**src/rtl/seg7_pkg.sv**
```systemverilog
// seg7_pkg
// Shared constants for the seven-segment scan controller.
//   SEG_OFF    : all segments dark (active-low)
//   AN_OFF     : all anodes disabled, widest supported display; slice to DIGITS
//   GLYPH      : 16-entry hex glyph table, active-low {a,b,c,d,e,f,g}, entry k = hex k
//   glyph_of() : table lookup helper
package seg7_pkg;

    localparam int MAX_DIGITS = 8;

    localparam logic [6:0] SEG_OFF = 7'b1111111;

    localparam logic [MAX_DIGITS-1:0] AN_OFF = '1;

    // Packed so that GLYPH[k] selects entry k; listed from F down to 0.
    localparam logic [15:0][6:0] GLYPH = {
        7'b0111000,  // F
        7'b0110000,  // E
        7'b1000010,  // d
        7'b0110001,  // C
        7'b1100000,  // b
        7'b0001000,  // A
        7'b0000100,  // 9
        7'b0000000,  // 8
        7'b0001111,  // 7
        7'b0100000,  // 6
        7'b0100100,  // 5
        7'b1001100,  // 4
        7'b0000110,  // 3
        7'b0010010,  // 2
        7'b1001111,  // 1
        7'b0000001   // 0
    };

    function automatic logic [6:0] glyph_of(input logic [3:0] nibble);
        return GLYPH[nibble];
    endfunction

endpackage

```
**src/rtl/seg7_scan_ctrl_if.sv**
```systemverilog
// seg7_scan_ctrl_if
// Bundles the host-side load path and the board-side display pins.
//   host -> ctrl : value[4*DIGITS], dp[DIGITS], load, blank_lz, bright[4]
//   ctrl -> pins : led[7], dp_n, an[DIGITS]
//   ctrl -> host : pending, frame_done
// Handshake: load is a one-cycle strobe with no ready; it is accepted on every
// rising CLK edge it is high, and value/dp must be valid in that same cycle.
// pending tells the host a captured value has not reached the display yet;
// frame_done pulses once per frame when the display registers may change.
// Modports: master = host/board side, slave = the controller.
interface seg7_scan_ctrl_if #(
    parameter int DIGITS = 4
);
    logic [4*DIGITS-1:0] value;
    logic [DIGITS-1:0]   dp;
    logic                load;
    logic                blank_lz;
    logic [3:0]          bright;
    logic [6:0]          led;
    logic                dp_n;
    logic [DIGITS-1:0]   an;
    logic                pending;
    logic                frame_done;

    modport master (
        output value, dp, load, blank_lz, bright,
        input  led, dp_n, an, pending, frame_done
    );

    modport slave (
        input  value, dp, load, blank_lz, bright,
        output led, dp_n, an, pending, frame_done
    );
endinterface

```
**src/rtl/seg7_decode.sv**
```systemverilog
// seg7_decode
// Combinational hex-nibble to active-low segment decoder.
//   nibble : hex digit to show
//   blank  : 1 = force all segments off (leading-zero suppression)
//   seg    : {a,b,c,d,e,f,g}, active-low
module seg7_decode
    import seg7_pkg::*;
(
    input  logic [3:0] nibble,
    input  logic       blank,
    output logic [6:0] seg
);

    always_comb begin
        seg = blank ? SEG_OFF : glyph_of(nibble);
    end

endmodule

```
**src/rtl/seg7_scan_ctrl.sv**
```systemverilog
// seg7_scan_ctrl
// Multiplexed common-anode seven-segment scanner with shadowed value/dp,
// frame-boundary update, leading-zero blanking and 16-level PWM brightness.
//   CLK   : system clock
//   reset : synchronous, active-low
//   bus   : seg7_scan_ctrl_if.slave (value/dp/load/blank_lz/bright in,
//           led/dp_n/an/pending/frame_done out)
// Parameters: DIGITS (2..8) digits scanned, DIV_BITS = log2 cycles per slot.
module seg7_scan_ctrl
    import seg7_pkg::*;
#(
    parameter int DIGITS   = 4,
    parameter int DIV_BITS = 15
) (
    input  logic               CLK,
    input  logic               reset,
    seg7_scan_ctrl_if.slave    bus
);

    localparam int                IDX_W      = (DIGITS > 2) ? $clog2(DIGITS) : 1;
    localparam logic [IDX_W-1:0]  IDX_LAST   = IDX_W'(DIGITS - 1);
    localparam logic [DIGITS-1:0] AN_ALL_OFF = AN_OFF[DIGITS-1:0];

    // Scan state
    logic [DIV_BITS-1:0] pre;
    logic [IDX_W-1:0]    idx;

    // Shadow (host-written) and display (shown) copies
    logic [4*DIGITS-1:0] shadow_value;
    logic [DIGITS-1:0]   shadow_dp;
    logic [4*DIGITS-1:0] disp_value;
    logic [DIGITS-1:0]   disp_dp;
    logic                pending_q;
    logic                frame_done_q;

    // Registered pin drivers
    logic [6:0]          led_q;
    logic                dp_n_q;
    logic [DIGITS-1:0]   an_q;

    // Combinational helpers
    logic                tick;
    logic                boundary;
    logic [3:0]          phase;
    logic                lit;
    logic [3:0]          cur_nibble;
    logic [DIGITS-1:0]   zero_from;
    logic                blank_cur;
    logic [DIGITS-1:0]   an_sel;
    logic [6:0]          led_next;

    always_comb begin
        tick     = &pre;
        boundary = tick && (idx == '0);
        // PWM phase is the top nibble of the prescaler, so each slot is
        // divided into 16 equal sub-periods.
        phase    = pre[DIV_BITS-1 -: 4];
        lit      = (bus.bright == 4'hF) || (phase < bus.bright);
    end

    // zero_from[k] = every display nibble from the leftmost down to k is zero.
    always_comb begin
        logic run;
        run       = 1'b1;
        zero_from = '0;
        for (int k = DIGITS - 1; k >= 0; k--) begin
            run          = run && (disp_value[4*k +: 4] == 4'h0);
            zero_from[k] = run;
        end
    end

    always_comb begin
        cur_nibble = disp_value[4*int'(idx) +: 4];
        // Digit 0 always shows, so a value of zero still reads "0".
        blank_cur  = bus.blank_lz && (idx != '0) && zero_from[idx];
        an_sel     = ~(DIGITS'(1) << idx);
    end

    seg7_decode u_decode (
        .nibble (cur_nibble),
        .blank  (blank_cur),
        .seg    (led_next)
    );

    // Prescaler and slot index; idx counts down so the leftmost digit is
    // scanned first and idx==0 ends the frame.
    always_ff @(posedge CLK) begin
        if (!reset) begin
            pre <= '0;
            idx <= IDX_LAST;
        end else begin
            pre <= pre + DIV_BITS'(1);
            if (tick) begin
                idx <= (idx == '0) ? IDX_LAST : idx - IDX_W'(1);
            end
        end
    end

    // Shadow/display transfer. A load landing on the boundary cycle bypasses
    // the shadow wait and goes straight to the display, so pending never rises.
    always_ff @(posedge CLK) begin
        if (!reset) begin
            shadow_value <= '0;
            shadow_dp    <= '0;
            disp_value   <= '0;
            disp_dp      <= '0;
            pending_q    <= 1'b0;
            frame_done_q <= 1'b0;
        end else begin
            if (bus.load) begin
                shadow_value <= bus.value;
                shadow_dp    <= bus.dp;
            end
            if (boundary) begin
                if (bus.load) begin
                    disp_value <= bus.value;
                    disp_dp    <= bus.dp;
                end else if (pending_q) begin
                    disp_value <= shadow_value;
                    disp_dp    <= shadow_dp;
                end
                pending_q <= 1'b0;
            end else if (bus.load) begin
                pending_q <= 1'b1;
            end
            frame_done_q <= boundary;
        end
    end

    // Pin registers. an is derived from a single idx, so at most one anode
    // is ever low, including across slot changes.
    always_ff @(posedge CLK) begin
        if (!reset) begin
            led_q  <= SEG_OFF;
            dp_n_q <= 1'b1;
            an_q   <= AN_ALL_OFF;
        end else begin
            led_q  <= led_next;
            dp_n_q <= ~disp_dp[idx];
            an_q   <= lit ? an_sel : AN_ALL_OFF;
        end
    end

    assign bus.led        = led_q;
    assign bus.dp_n       = dp_n_q;
    assign bus.an         = an_q;
    assign bus.pending    = pending_q;
    assign bus.frame_done = frame_done_q;

endmodule
```
**src/flat_wrapper.sv**
```systemverilog
// flat-port wrapper written by rule: the top's interface ports become plain ports
module seg7_scan_ctrl_flat import seg7_pkg::*;
#(
    parameter int DIGITS   = 4,
    parameter int DIV_BITS = 15
)
  (CLK, reset, bus_value, bus_dp, bus_load, bus_blank_lz, bus_bright, bus_led, bus_dp_n, bus_an, bus_pending, bus_frame_done);
  seg7_scan_ctrl_if #(.DIGITS(DIGITS)) bus_i ();
  input  logic CLK;
  input  logic reset;
  input wire logic [$bits(bus_i.value)-1:0] bus_value;
  input wire logic [$bits(bus_i.dp)-1:0] bus_dp;
  input wire logic [$bits(bus_i.load)-1:0] bus_load;
  input wire logic [$bits(bus_i.blank_lz)-1:0] bus_blank_lz;
  input wire logic [$bits(bus_i.bright)-1:0] bus_bright;
  output wire logic [$bits(bus_i.led)-1:0] bus_led;
  output wire logic [$bits(bus_i.dp_n)-1:0] bus_dp_n;
  output wire logic [$bits(bus_i.an)-1:0] bus_an;
  output wire logic [$bits(bus_i.pending)-1:0] bus_pending;
  output wire logic [$bits(bus_i.frame_done)-1:0] bus_frame_done;
  assign bus_i.value = bus_value;
  assign bus_i.dp = bus_dp;
  assign bus_i.load = bus_load;
  assign bus_i.blank_lz = bus_blank_lz;
  assign bus_i.bright = bus_bright;
  assign bus_led = bus_i.led;
  assign bus_dp_n = bus_i.dp_n;
  assign bus_an = bus_i.an;
  assign bus_pending = bus_i.pending;
  assign bus_frame_done = bus_i.frame_done;
  seg7_scan_ctrl #(.DIGITS(DIGITS), .DIV_BITS(DIV_BITS)) u_core (.CLK(CLK), .reset(reset), .bus(bus_i));
endmodule
```
**config.mk**
```make
export PLATFORM = sky130hd
export DESIGN_NAME = seg7_scan_ctrl_flat
export DESIGN_NICKNAME = d
export VERILOG_FILES = /design/src/rtl/seg7_pkg.sv /design/src/rtl/seg7_scan_ctrl_if.sv /design/src/rtl/seg7_decode.sv /design/src/rtl/seg7_scan_ctrl.sv /design/src/flat_wrapper.sv
export SDC_FILE = /design/constraint.sdc
export NUM_CORES = 1
export LEC_CHECK = 0
export BUFFER_PORTS_ARGS = -buffer_cell sky130_fd_sc_hd__clkbuf_2
export CAP_MARGIN = 20
export CORE_UTILIZATION = 45
export DETAILED_ROUTE_END_ITERATION = 10
export GPL_TIMING_DRIVEN = 1
export PLACE_DENSITY = 0.69
export SLEW_MARGIN = 5
export SYNTH_ARGS = -nofsm -noshare
export SYNTH_HDL_FRONTEND = slang
export SYNTH_HIERARCHICAL = 1
export SYNTH_SLANG_ARGS = --single-unit
```
**constraint.sdc**
```tcl
create_clock -name CLK -period 3.1 [get_ports CLK]
set_clock_uncertainty 0.1 [all_clocks]
set_input_delay 0.155 -clock CLK [delete_from_list [all_inputs] [get_ports CLK]]
set_output_delay 0.155 -clock CLK [all_outputs]
set_load 0.02 [all_outputs]
```
# --- Word-level counts from Yosys, hierarchy flattened ---
# Memories as Yosys holds them, arrays and structs flattened. A register that Yosys moved wholly into a read port is not among the register bits.
# Index checks and enable logic that the tools add are counted.
op_classes:
  muxes: 9
  n_addsub: 2
  reduce_logical: 19
  shift: 2
  n_bitwise: 3
  n_eq_ne: 1
  order_cmp: 2
op_table:
  columns: ["op", "n"]
  rows:
  - ["16-bit 2-to-1 mux", 2]
  - ["4-bit zero test", 4]
  - ["16-bit by 5-bit variable part select with 4-bit output", 1]
  - ["15-bit by 1-bit adder with 15-bit output, second input constant", 1]
  - ["15-bit AND reduction", 1]
  - ["4-bit 2-to-1 mux", 2]
  - ["1-bit logical AND", 6]
  - ["1-bit binary-select mux with 2-bit select", 2]
  - ["4-bit == test, second input constant", 1]
  - ["4-bit < comparator", 1]
  - ["4-bit NOT", 1]
  - ["2-bit AND reduction", 2]
  - ["2-bit nonzero test", 2]
  - ["2-bit OR reduction", 2]
  - ["1-bit by 2-bit << shifter with 4-bit output, first input constant", 1]
  - ["2-bit by 3-bit < comparator with 1-bit output, second input constant", 1]
  - ["2-bit zero test", 1]
  - ["1-bit 2-to-1 mux", 2]
  - ["2-bit 2-to-1 mux", 1]
  - ["1-bit NOT", 2]
  - ["2-bit by 1-bit subtractor with 2-bit output, second input constant", 1]
  - ["1-bit logical OR", 1]
totals:
  inputBits: 28
  mem_count: 1
  rom_bits: 112
  wordCells: 49
  out_inout_bits: 14
  ff_bits: 64
memory_table:
  columns: ["memory", "depth", "width", "read_ports", "rd_clocked_by_memory_dff", "wr", "line", "source"]
  rows:
  - ["(name not given)", 16, 7, 1, 1, 0, "seg7_pkg.sv:36", "return GLYPH[nibble];"]

# --- Longest topological paths before layout ---
# Gate-level depths: netlist of the first run.
logic_depth:
  ltp_word: 8
  depth_mapped: 8
  mapped_depth_nobuf: 7

# --- Modules after synthesis ---
# The synthesis of the first run kept the hierarchy.
modules_own_cells:
  columns: ["mod", "cells_per_inst", "seq_area_each_um2", "n_inst", "area_per_inst_um2"]
  rows:
  - ["seg7_scan_ctrl", 276, 1421.4, 1, 3051.7]
  - ["seg7_decode", 36, 0.0, 1, 294.0]

# --- Worst setup path after synthesis of the first run ---
# OpenSTA, ideal clock, no wires.
synth_timing:
  path_type: "register -> register"
  from: "reg u_core.idx[0]"
  to: "reg u_core.led_q[5] (netlist: u_core/bus.led[5])"
  path_stages_with_launch: 8
  n_path_buf: 1
  period_less_slack_ns: 2.544
  setup_slack_ns: 0.556
  setup_ns: 0.125
  t_required_ns: 2.875
  arrival_time_ns: 2.319
  cell_sequence: "dfxtp_1 -> clkbuf_1 -> mux4_2 -> inv_1 -> ha_1 -> or2_1 -> a311o_1 -> nand2b_1"
synth_via:
  word_cells_on_any_way: 7
  classes_between: "1 x shift; 2 x mux; 4 x reduce/logical"
synth_lines:
  columns: ["element", "line", "source"]
  rows:
  - ["start, declared", "seg7_scan_ctrl.sv:26", "logic [IDX_W-1:0] idx;"]
  - ["start signal, assigned", "seg7_scan_ctrl.sv:94", "idx <= (idx == '0) ? IDX_LAST : idx - IDX_W'(1);"]
  - ["16-bit by 5-bit variable part select with 4-bit output", "seg7_scan_ctrl.sv:73", "cur_nibble = disp_value[4*int'(idx) +: 4];"]
  - ["via u_core.cur_nibble[0]", "seg7_scan_ctrl.sv:46", "logic [3:0] cur_nibble;"]
  - ["end, declared", "seg7_scan_ctrl.sv:37", "logic [6:0] led_q;"]
# The timed path passes the listed nets, and every way through them passes these cells. The select of a mux whose other input is x is not followed.
# A chain may end at the register's enable or synchronous reset.

# --- Final worst setup path of the first run ---
# Ends and elaborated chain as after synthesis.

==> results of run 1 <==
report_power, final:
group,internal (uW),total [uW],switching [uW]
Sequential,937,946,9.66
Clock,410,731,321
Combinational,51.1,111,59.5
final timing paths:
path                                   to  slack (ns)  cells after the start
hold / removal    u_core/shadow_value[13]        0.01                      3
setup / recovery        u_core/bus.led[5]        0.69                      6
hold reg to reg             u_core/pre[0]        0.37                      1
setup reg to reg        u_core/bus.led[5]        0.69                      6
registers in the layout (all words and copies together) (netlist names), 2 cells and up:
name and flops:
u_core/shadow_dp 4, u_core/disp_dp 4, u_core/shadow_value 16, u_core/bus.led 7, u_core/idx 2, u_core/bus.an 4, u_core/pre 15, u_core/disp_value 16
tightest hold or removal path, stage by stage:
cell	delay (ns)
clkbuf_2	0.08
mux2i_1	0.06
nor2_1	0.12
per-stage QoR:
stage	hold WS (ns)	instance area, sq um
6_report	0.0144	3880
5_1_grt	0.0161	3880
4_1_cts	0.00207	3880
3_5_place_dp	0.346	3600
3_3_place_gp	0.339	3600
2_1_floorplan	0.241	3350
what timing repair did:
| action | 4_1_cts | 5_1_grt |
|---|---|---|
| hold buffers | 8 | 0 |
| buffers inserted | 0 | 0 |
| endpoints found under the hold margin | 8 | 0 |
cell type report:
| cell class | count | share of cell area, % |
|---|---|---|
| Clock buffer | 12 | 4.00 |
| Clock inverter | 3 | 1.10 |
| Inverter | 11 | 1.06 |
| Multi-Input combinational cell | 215 | 45.9 |
| Sequential cell | 71 | 36.6 |
| Tap cell | 99 | 3.19 |
| Timing Repair Buffer | 53 | 8.12 |
cells by family after synthesis:
group / synth area share, %
AO/OA/AOI/OAI: 5.46
XOR/XNOR: 2.88
adder cells (fa/ha/maj): 5.61
buffers and inverters: 4.23
flip-flops: 42.5
multiplexers: 19.9
AND/OR/NAND/NOR: 19.4
metal layers:
| layer | up-vias | GRT usage, % | wire, microns |
|---|---|---|---|
| li1 | 1181 | - | - |
| met1 | 1063 | 19.8 | 2900 |
| met2 | 52 | 30.4 | 2980 |
| met3 | 11 | 5.41 | 246 |
| met4 | 0 | 9.09 | 102 |
| met5 | - | 0 | 0 |
synth_stat cells, drive strengths merged:
master  number  area [sq um]
clkbuf       8          30.0
nand3        7          40.0
o211ai       1          7.51
nand2        8          30.0
o311ai       1          8.76
nand2b      10          62.6
or2b         1          7.51
o211a        1          17.5
nand4        4          55.1
nor3         5          25.0
or3          2          12.5
and4         3          27.5
dfxtp       71          1420
nor2        34           128
nand3b       2          15.0
and2        21           131
buf          7          70.1
and3         3          18.8
a311o        1          10.0
mux4         5           113
mux2i       23           230
o221ai       1          8.76
a21o         1          7.51
or2          2          12.5
clkinv       1          3.75
o21ai        8          40.0
xor2         8          70.1
mux2        22           323
inv         10          37.5
a32oi        3          26.3
a211o        2          17.5
nor4         5          46.3
a21oi        6          30.0
o41ai        1          8.76
xnor2        3          26.3
nor2b        5          31.3
nor3b        1          7.51
ha          15           188
==> impl_metrics.csv, run 1 <==
group,metric,value,unit
layout,n_antenna_cell,0,
critical_path,rr_startpoint,"u_core/idx[0]",
critical_path,crit_required,3.21,ns
critical_path,critical_path_buf_inv_count,1,
sta,setup_ws,0.694,ns
layout,syn_to_final_growth,16.0,%
routing,drt_first_pass_iters,6,
cts,insertion_delay,0.34,ns
cts,clk_pin_slew,0.07,ns
grt,grt_pass1_vias,2264,
pwr,leakage,0.00171,uW
pwr,peakVddDrop,0.296,mV
sta,setup_tns,0,ns
sta,fin_crit_sh,77.6,%
placement,place_inst,441,
critical_path,cp_max_fo,7,
layout,final_common_cell,"dfxtp_1",
floorplan,dieArea,7780,sq um
critical_path,crit_path_max_incr_delay,0.61,ns
cts,cts_buffers,9,
routing,viasPerCell,4.97,
layout,nFillCells,659,
sta,rsz0062_at_grt,"no",
layout,drive_gt1_share,24.7,%
sta,hold_viol,0,
routing,vias,2307,
sta,setup_viol,0,
floorplan,fp.coreArea,7210,sq um
critical_path,critPathKind,"reg2reg",
cts,cts_root_buffer,"clkbuf_8",
sta,period_minus_slack,2.41,ns
outcome,status,"finished, final reports clean",
routing,drt-total-wl,6230,microns
layout,multi_input_area,1780,sq um
grt,grt_max_degree,36,
job,drv_cap,0,
sta,max_freq,416,MHz
sta,slew_violations,0,
placement,pre_cts_slack,0.709,ns
cts,cts_resized,0,
cts,cts_sinks,71,
placement,dp_hpwl,4370,microns
layout,nets,404,
sta,worstMarginPinSlew,0.688,ns
placement,place_congestion,0.882,
critical_path,setup.worst_path.start,"u_core/idx[0]",
yosys,avgSynthCellArea,10.7,sq um
yosys,ys_seq_elements,71,
sta,relSlewSlack,53.8,%
floorplan,initial_utilization,46.4,%
layout,layout.area.seq,1420,sq um
yosys,ys_seq_area_share,42.5,%
grt,overflow,0,
critical_path,start_kind,"flip-flop",
grt,grt_pass1_wl,10400,microns
layout,mostFrequentLayoutCells,"dfxtp_1 (71), clkbuf_2 (41), nor2_1 (34)",
floorplan,ioPinCount,42,
layout,final_util,53.8,%
grt,antenna_found_initial,0,
routing,drc,0,
pwr,p_per_area,460,nW/um^2
cts,cts_tree,"done",
yosys,yosysWarnings,6,
layout,fin_cells,464,
grt,grt_use_total,17.7,%
floorplan,die_x,88.2,microns
placement,port_buffers,41,
yosys,syn-instance-count,312,
critical_path,cp_top_family,"multiplexers",
yosys,syn-cell-area,3350,sq um
critical_path,slowest_stage,"mux4_2",
routing,postRouteAntennaNets,0,
floorplan,fp-row-count,31,
critical_path,path_cells,"mux4_2 -> inv_1 -> ha_1 -> or2_1 -> a311o_1 -> nand2b_1",
floorplan,die_h,88.2,microns
critical_path,critPathCaptureType,"flip-flop",
routing,first_iter_violations,86,
hold_path,hold_start,"bus_value[13]",
cts,cts_buffer_depth,2,
cts,htree_levels,3,
pwr,total_power,1790,uW
hold_path,hold_path.class,"in2reg",
routing,wl_per_cell,13.4,microns
critical_path,arrival,2.51,ns
yosys,synth_nets,355,
yosys,yosysUniqueCellTypes,46,
Note: power is estimated with default switching activity, not from simulation.
==> run 2: changes to the inputs <==
- PLACE_DENSITY: 0.69 -> 0.72
- clock period: 3.1 -> 2 ns (I/O delays scaled with it)
==> run 2 against run 1 <==
Cell area grew 10%. Utilization is 5.6 points higher. Highest routed layer unchanged. Fmax rose by 13%. Combinational power rose by 81%. First-iteration DRC count rose by 45%. Clock power rose by 48%. Global-route usage increased by 1.7 points. Routed wire length is 11% higher. Critical endpoint unchanged. The flow now finishes with violations (negative setup slack). Total power grew 53%. Sequential power rose by 54%. Critical path depth stayed put.
==> impl_metrics.csv, run 2 (same netlist as run 1, synthesis figures left out) <==
group,metric,value,unit
critical_path,crit_required,2.14,ns
grt,grt_pass1_vias,2419,
grt,grt_busiest_layer,"met2",
critical_path,cp_max_fo,5,
routing,drt_first_pass_iters,4,
cts,htree_levels,3,
routing,first_iter_violations,125,
grt,overflow,0,
grt,grt_pass1_wl,11300,microns
floorplan,ioPinCount,42,
critical_path,start_kind,"flip-flop",
grt,antenna_found_initial,0,
floorplan,initial_utilization,46.4,%
critical_path,rr_endpoint,"u_core/bus.led[5]",
sta,fin_crit_sh,107,%
floorplan,dieArea,7780,sq um
placement,place_inst,468,
routing,viasPerCell,4.89,
routing,drt-total-wl,6900,microns
placement,port_buffers,41,
routing,postRouteAntennaNets,0,
sta,relSlewSlack,75.6,%
grt,globalRouteMet1Util,24.2,%
grt,gr-usage-met2,31.4,%
cts,insertion_delay,0.34,ns
layout,mostFrequentLayoutCells,"dfxtp_1 (69), clkbuf_2 (41), nor2_1 (34)",
floorplan,fp-row-count,31,
cts,clk_pin_slew,0.07,ns
cts,cts_buffer_depth,2,
routing,drc,0,
critical_path,setup.worst_path.start,"u_core/idx[0]",
cts,cts_tree,"done",
sta,rsz0062_at_grt,"yes",
critical_path,crit_path_end,"u_core/bus.led[5]",
layout,nets,446,
placement,dp_hpwl,4760,microns
critical_path,critPathKind,"reg2reg",
cts,cts_buffers,9,
grt,grt_max_degree,36,
routing,vias,2476,
placement,place_congestion,0.876,
sta,slew_violations,0,
sta,hold_viol,0,
layout,n_antenna_cell,0,
sta,setup_viol,4,
critical_path,critPathCaptureType,"flip-flop",
critical_path,arrival,2.27,ns
layout,reg.largest.list,"u_core/disp_value: 16 flops, u_core/shadow_value: 16 flops, u_core/pre: 15 flops",
layout,final_common_cell,"dfxtp_1",
sta,worstMarginPinSlew,0.361,ns
outcome,violations,"negative setup slack",
layout,syn_to_final_growth,28.2,%
pwr,p_per_area,639,nW/um^2
grt,grt_use_met3,5.50,%
sta,max_freq,469,MHz
hold_path,hold_path.class,"in2reg",
grt,grt_use_total,19.4,%
layout,drive_gt1_share,31.9,%
pwr,leakage,0.00192,uW
sta,setup_ws,-0.132,ns
cts,cts_sinks,71,
critical_path,rr_startpoint,"u_core/idx[0]",
sta,setup_tns,-0.395,ns
critical_path,r2r_setup_slack,-0.13,ns
floorplan,die_x,88.2,microns
layout,fin_cells,506,
floorplan,fp.coreArea,7210,sq um
sta,period_minus_slack,2.13,ns
job,drv_cap,0,
pwr,peakVddDrop,0.249,mV
routing,wl_per_cell,13.6,microns
floorplan,die_h,88.2,microns
cts,cts_root_buffer,"clkbuf_8",
outcome,status,"finished with violations",
placement,pre_cts_slack,-0.158,ns
critical_path,worstRegToRegCells,6,
run 2: cell count changes in the layout (fill, tap and decap cells not counted), sizes merged:
cell,previous run,this run
buf,4,33
clkbuf,53,52
dlygate4sd3,8,20
clkinv,2,5
clkinvlp,1,0
run 2: metal layers:
layer,vias up,wire (microns)
li1,1263,-
met1,1150,3230
met2,51,3290
met3,12,231
met4,0,140
met5,-,0
run 2: cell type report:
class / count / area, sq um
Inverter: 11 / 41.3
Clock inverter: 5 / 50.0
Timing Repair Buffer: 95 / 703
Clock buffer: 10 / 128
Fill cell: 619 / 2930
Multi-Input combinational cell: 215 / 1820
Tap cell: 99 / 124
Sequential cell: 71 / 1430
run 2: timing repair:
item,CTS,global route
endpoints found under the hold margin,20,0
resized for setup,5,2
pin swaps,1,0
endpoints found under the setup margin,4,16
gates cloned,0,1
hold buffers,20,0
buffers inserted,1,1
run 2: worst max-delay path, stage by stage, from the launching register on:
cell,delay (ns)
dfxtp_4,0.37
mux4_2,0.58
inv_2,0.12
ha_4,0.20
or2_1,0.23
a311o_1,0.31
nand2b_1,0.13
run 2: stage by stage:
step	area (sq um)	hold WS, ns	power (uW)	util (%)
global route	4290	0.00810	2870	59.5
global placement	3850	0.279	1660	53.4
floorplan	3370	0.186	1600	-
finish	4290	0.00506	2740	59.5
detailed placement	3850	0.280	1670	53.4
CTS	4250	0.00303	2760	58.9
run 2: worst min-delay path by stage:
stage               depth (start not counted)                       to          start
floorplan                                   2      u_core/shadow_dp[0]      bus_dp[0]
global placement                            2          u_core/bus.dp_n          reset
detailed placement                          2          u_core/bus.dp_n          reset
CTS                                         3  u_core/shadow_value[12]  bus_value[12]
global route                                3  u_core/shadow_value[12]  bus_value[12]
finish                                      3  u_core/shadow_value[12]  bus_value[12]
run 2: where the power goes:
group          internal (uW)  total [uW]  switching, uW
clock                    561        1080            514
sequential              1450        1460           14.3
combinational            101         201            101
total                   2110        2740            629
==> run 3: changes to the inputs <==
- CORE_MARGIN: default -> 10
- PLACE_DENSITY: 0.72 -> 0.69
- clock period: 2 -> 2.1 ns (I/O delays scaled with it)
==> run 3 against run 2 <==
The run now ends clean. Die area is 45% higher. Cell area is 2.6% lower. Sequential share of layout area is 0.88 points higher. Register-to-register slack better by 0.13 ns. Worst setup slack better by 0.13 ns. Fmax is 1.6% higher. Worst hold slack better by 0.067 ns. Global-route usage is 6.9 points lower. Cell count is 2.6% lower. Non-clock buffer count is 14 lower. Sequential cell count stayed put. Combinational power is 8% lower. Largest cell class unchanged.
==> impl_metrics.csv, run 3 (same netlist as run 1, synthesis figures left out) <==
group,metric,value,unit
floorplan,initial_utilization,46.1,%
cts,cts_root_buffer,"clkbuf_8",
critical_path,setup.worst_path.start,"u_core/idx[0]",
sta,fin_crit_sh,99.9,%
hold_path,worstHoldPathCells,4,
pwr,pwr-share-clk,41.5,%
pwr,leakage,0.00184,uW
placement,place_inst,456,
placement,post_dp_cell_area,3740,sq um
placement,port_buffers,41,
pwr,total_power,2700,uW
critical_path,start_kind,"flip-flop",
layout,reg.largest.list,"u_core/disp_value: 16 flops, u_core/shadow_value: 16 flops, u_core/pre: 15 flops",
grt,overflow,0,
critical_path,rr_startpoint,"u_core/idx[0]",
cts,insertion_delay,0.34,ns
floorplan,die_h,106,microns
critical_path,crit_path_max_incr_delay,0.56,ns
pwr,power_frac_comb,6.9,%
critical_path,path_cells,"mux4_2 -> ha_2 -> mux2_1 -> a211o_1 -> nand2b_1",
pwr,power.switching,586,uW
grt,grt_pass1_vias,2585,
grt,grt_pass1_wl,11600,microns
cts,cts_sinks,71,
placement,dp_hpwl,4780,microns
sta,setup_ws,0.00203,ns
sta,max_freq,477,MHz
sta,setup_viol,0,
pwr,internal-power,2120,uW
placement,place_congestion,0.817,
floorplan,fp.coreArea,7250,sq um
grt,grt_max_degree,36,
sta,period_minus_slack,2.10,ns
critical_path,crit_required,2.22,ns
pwr,swShare,21.7,%
critical_path,r2r_setup_slack,0.002,ns
routing,first_iter_violations,84,
routing,viasPerCell,4.94,
layout,fin_area,4180,sq um
routing,wl_per_cell,13.7,microns
critical_path,crit_path_end,"u_core/bus.led[1]",
critical_path,slowest_stage,"mux4_2",
critical_path,critPathCaptureType,"flip-flop",
layout,drive_gt1_share,29.9,%
floorplan,dieArea,11300,sq um
cts,cts_buffer_depth,2,
pwr,share_seq_of_total_power,51.6,%
critical_path,arrival,2.22,ns
job,drv_cap,0,
sta,relSlewSlack,75.2,%
layout,mostFrequentLayoutCells,"dfxtp_1 (69), clkbuf_2 (41), nor2_1 (34)",
layout,final_common_cell,"dfxtp_1",
outcome,status,"finished, final reports clean",
sta,worstMarginPinSlew,0.372,ns
critical_path,rr_endpoint,"u_core/bus.led[1]",
layout,fin_cells,493,
grt,grt_use_total,12.5,%
layout,syn_to_final_growth,24.9,%
routing,postRouteAntennaNets,0,
placement,pre_cts_slack,-0.0427,ns
critical_path,cp_max_fo,4,
sta,rsz0062_at_grt,"yes",
pwr,p_per_area,646,nW/um^2
routing,drt-total-wl,6760,microns
layout,nets,432,
sta,setup_tns,0,ns
layout,n_antenna_cell,0,
floorplan,die_x,106,microns
routing,vias,2433,
floorplan,ioPinCount,42,
critical_path,critPathKind,"reg2reg",
cts,htree_levels,3,
cts,clk_pin_slew,0.07,ns
critical_path,worstRegToRegCells,5,
grt,antenna_found_initial,0,
cts,cts_buffers,9,
hold_path,hold_path.class,"in2reg",
sta,hold_viol,0,
routing,drt_first_pass_iters,4,
pwr,peakVddDrop,0.302,mV
cts,cts_tree,"done",
sta,slew_violations,0,
floorplan,fp-row-count,31,
routing,drc,0,
-- run 3: changes by cell type in the layout (fill, tap and decap cells not counted) --
| cell | delta |
|---|---|
| nor3_1 | +1 |
| ha_2 | +1 |
| or2_1 | -1 |
| clkbuf_8 | +3 |
| clkbuf_16 | -1 |
| clkinv_2 | -2 |
| ha_1 | -1 |
| buf_12 | -1 |
| buf_4 | -12 |
| or2_4 | +1 |
| nor3_4 | -1 |
-- run 3: worst min path at each step --
stage,start,endpoint,slack [ns]
after floorplan,bus_dp[0],u_core/shadow_dp[0],0.19
after global placement,bus_dp[0],u_core/shadow_dp[0],0.29
after detailed placement,bus_value[2],u_core/shadow_value[2],0.30
after CTS,bus_bright[0],u_core/bus.an[3],0.04
after global routing,bus_bright[0],u_core/bus.an[3],0.09
final,bus_bright[0],u_core/bus.an[3],0.07
-- run 3: per-layer routing --
layer  vias to the layer above  wire length (microns)  track usage, %
li1                       1239                      -               -
met1                      1146                   3120            14.2
met2                        40                   3250            21.0
met3                         8                    307            4.83
met4                         0                     90            4.26
met5                         -                      0               0
-- run 3: layout make-up --
cell class / count / area (sq um)
repair buffers: 81 / 568
fillers: 646 / 3070
multi-input cells: 215 / 1810
clock inverters: 3 / 40.0
flip-flops and latches: 71 / 1430
clock buffers: 13 / 169
well taps: 99 / 124
inverters: 11 / 41.3
-- run 3: stage by stage --
| step | utilization (%) | hold slack (ns) |
|---|---|---|
| 6_report | 57.6 | 0.0718 |
| 5_1_grt | 57.6 | 0.0863 |
| 4_1_cts | 57.5 | 0.0450 |
| 3_5_place_dp | 51.6 | 0.298 |
| 3_3_place_gp | 51.6 | 0.294 |
| 2_1_floorplan | - | 0.191 |
-- run 3: timing repair --
action,in CTS,in global routing
hold endpoints to repair,20,0
buffers inserted,1,0
hold buffers,20,0
setup endpoints to repair,3,5
pin swaps,0,0
gates resized for setup,3,5
-- run 3: power groups by stage --
stage	clock network, uW	logic [uW]	registers (uW)
2_1_floorplan	0	86.0	1430
3_3_place_gp	0	154	1430
3_5_place_dp	0	159	1430
4_1_cts	1160	189	1390
5_1_grt	1230	206	1400
6_report	1120	185	1390
-- run 3: worst max-delay path, delay by kind of cell, from the launching register on --
family	cells	cell delay [ns]
flip-flops	1	0.37
multiplexers	2	0.85
adder cells (fa/ha/maj)	1	0.24
AO/OA/AOI/OAI	1	0.28
AND/OR/NAND/NOR	1	0.14
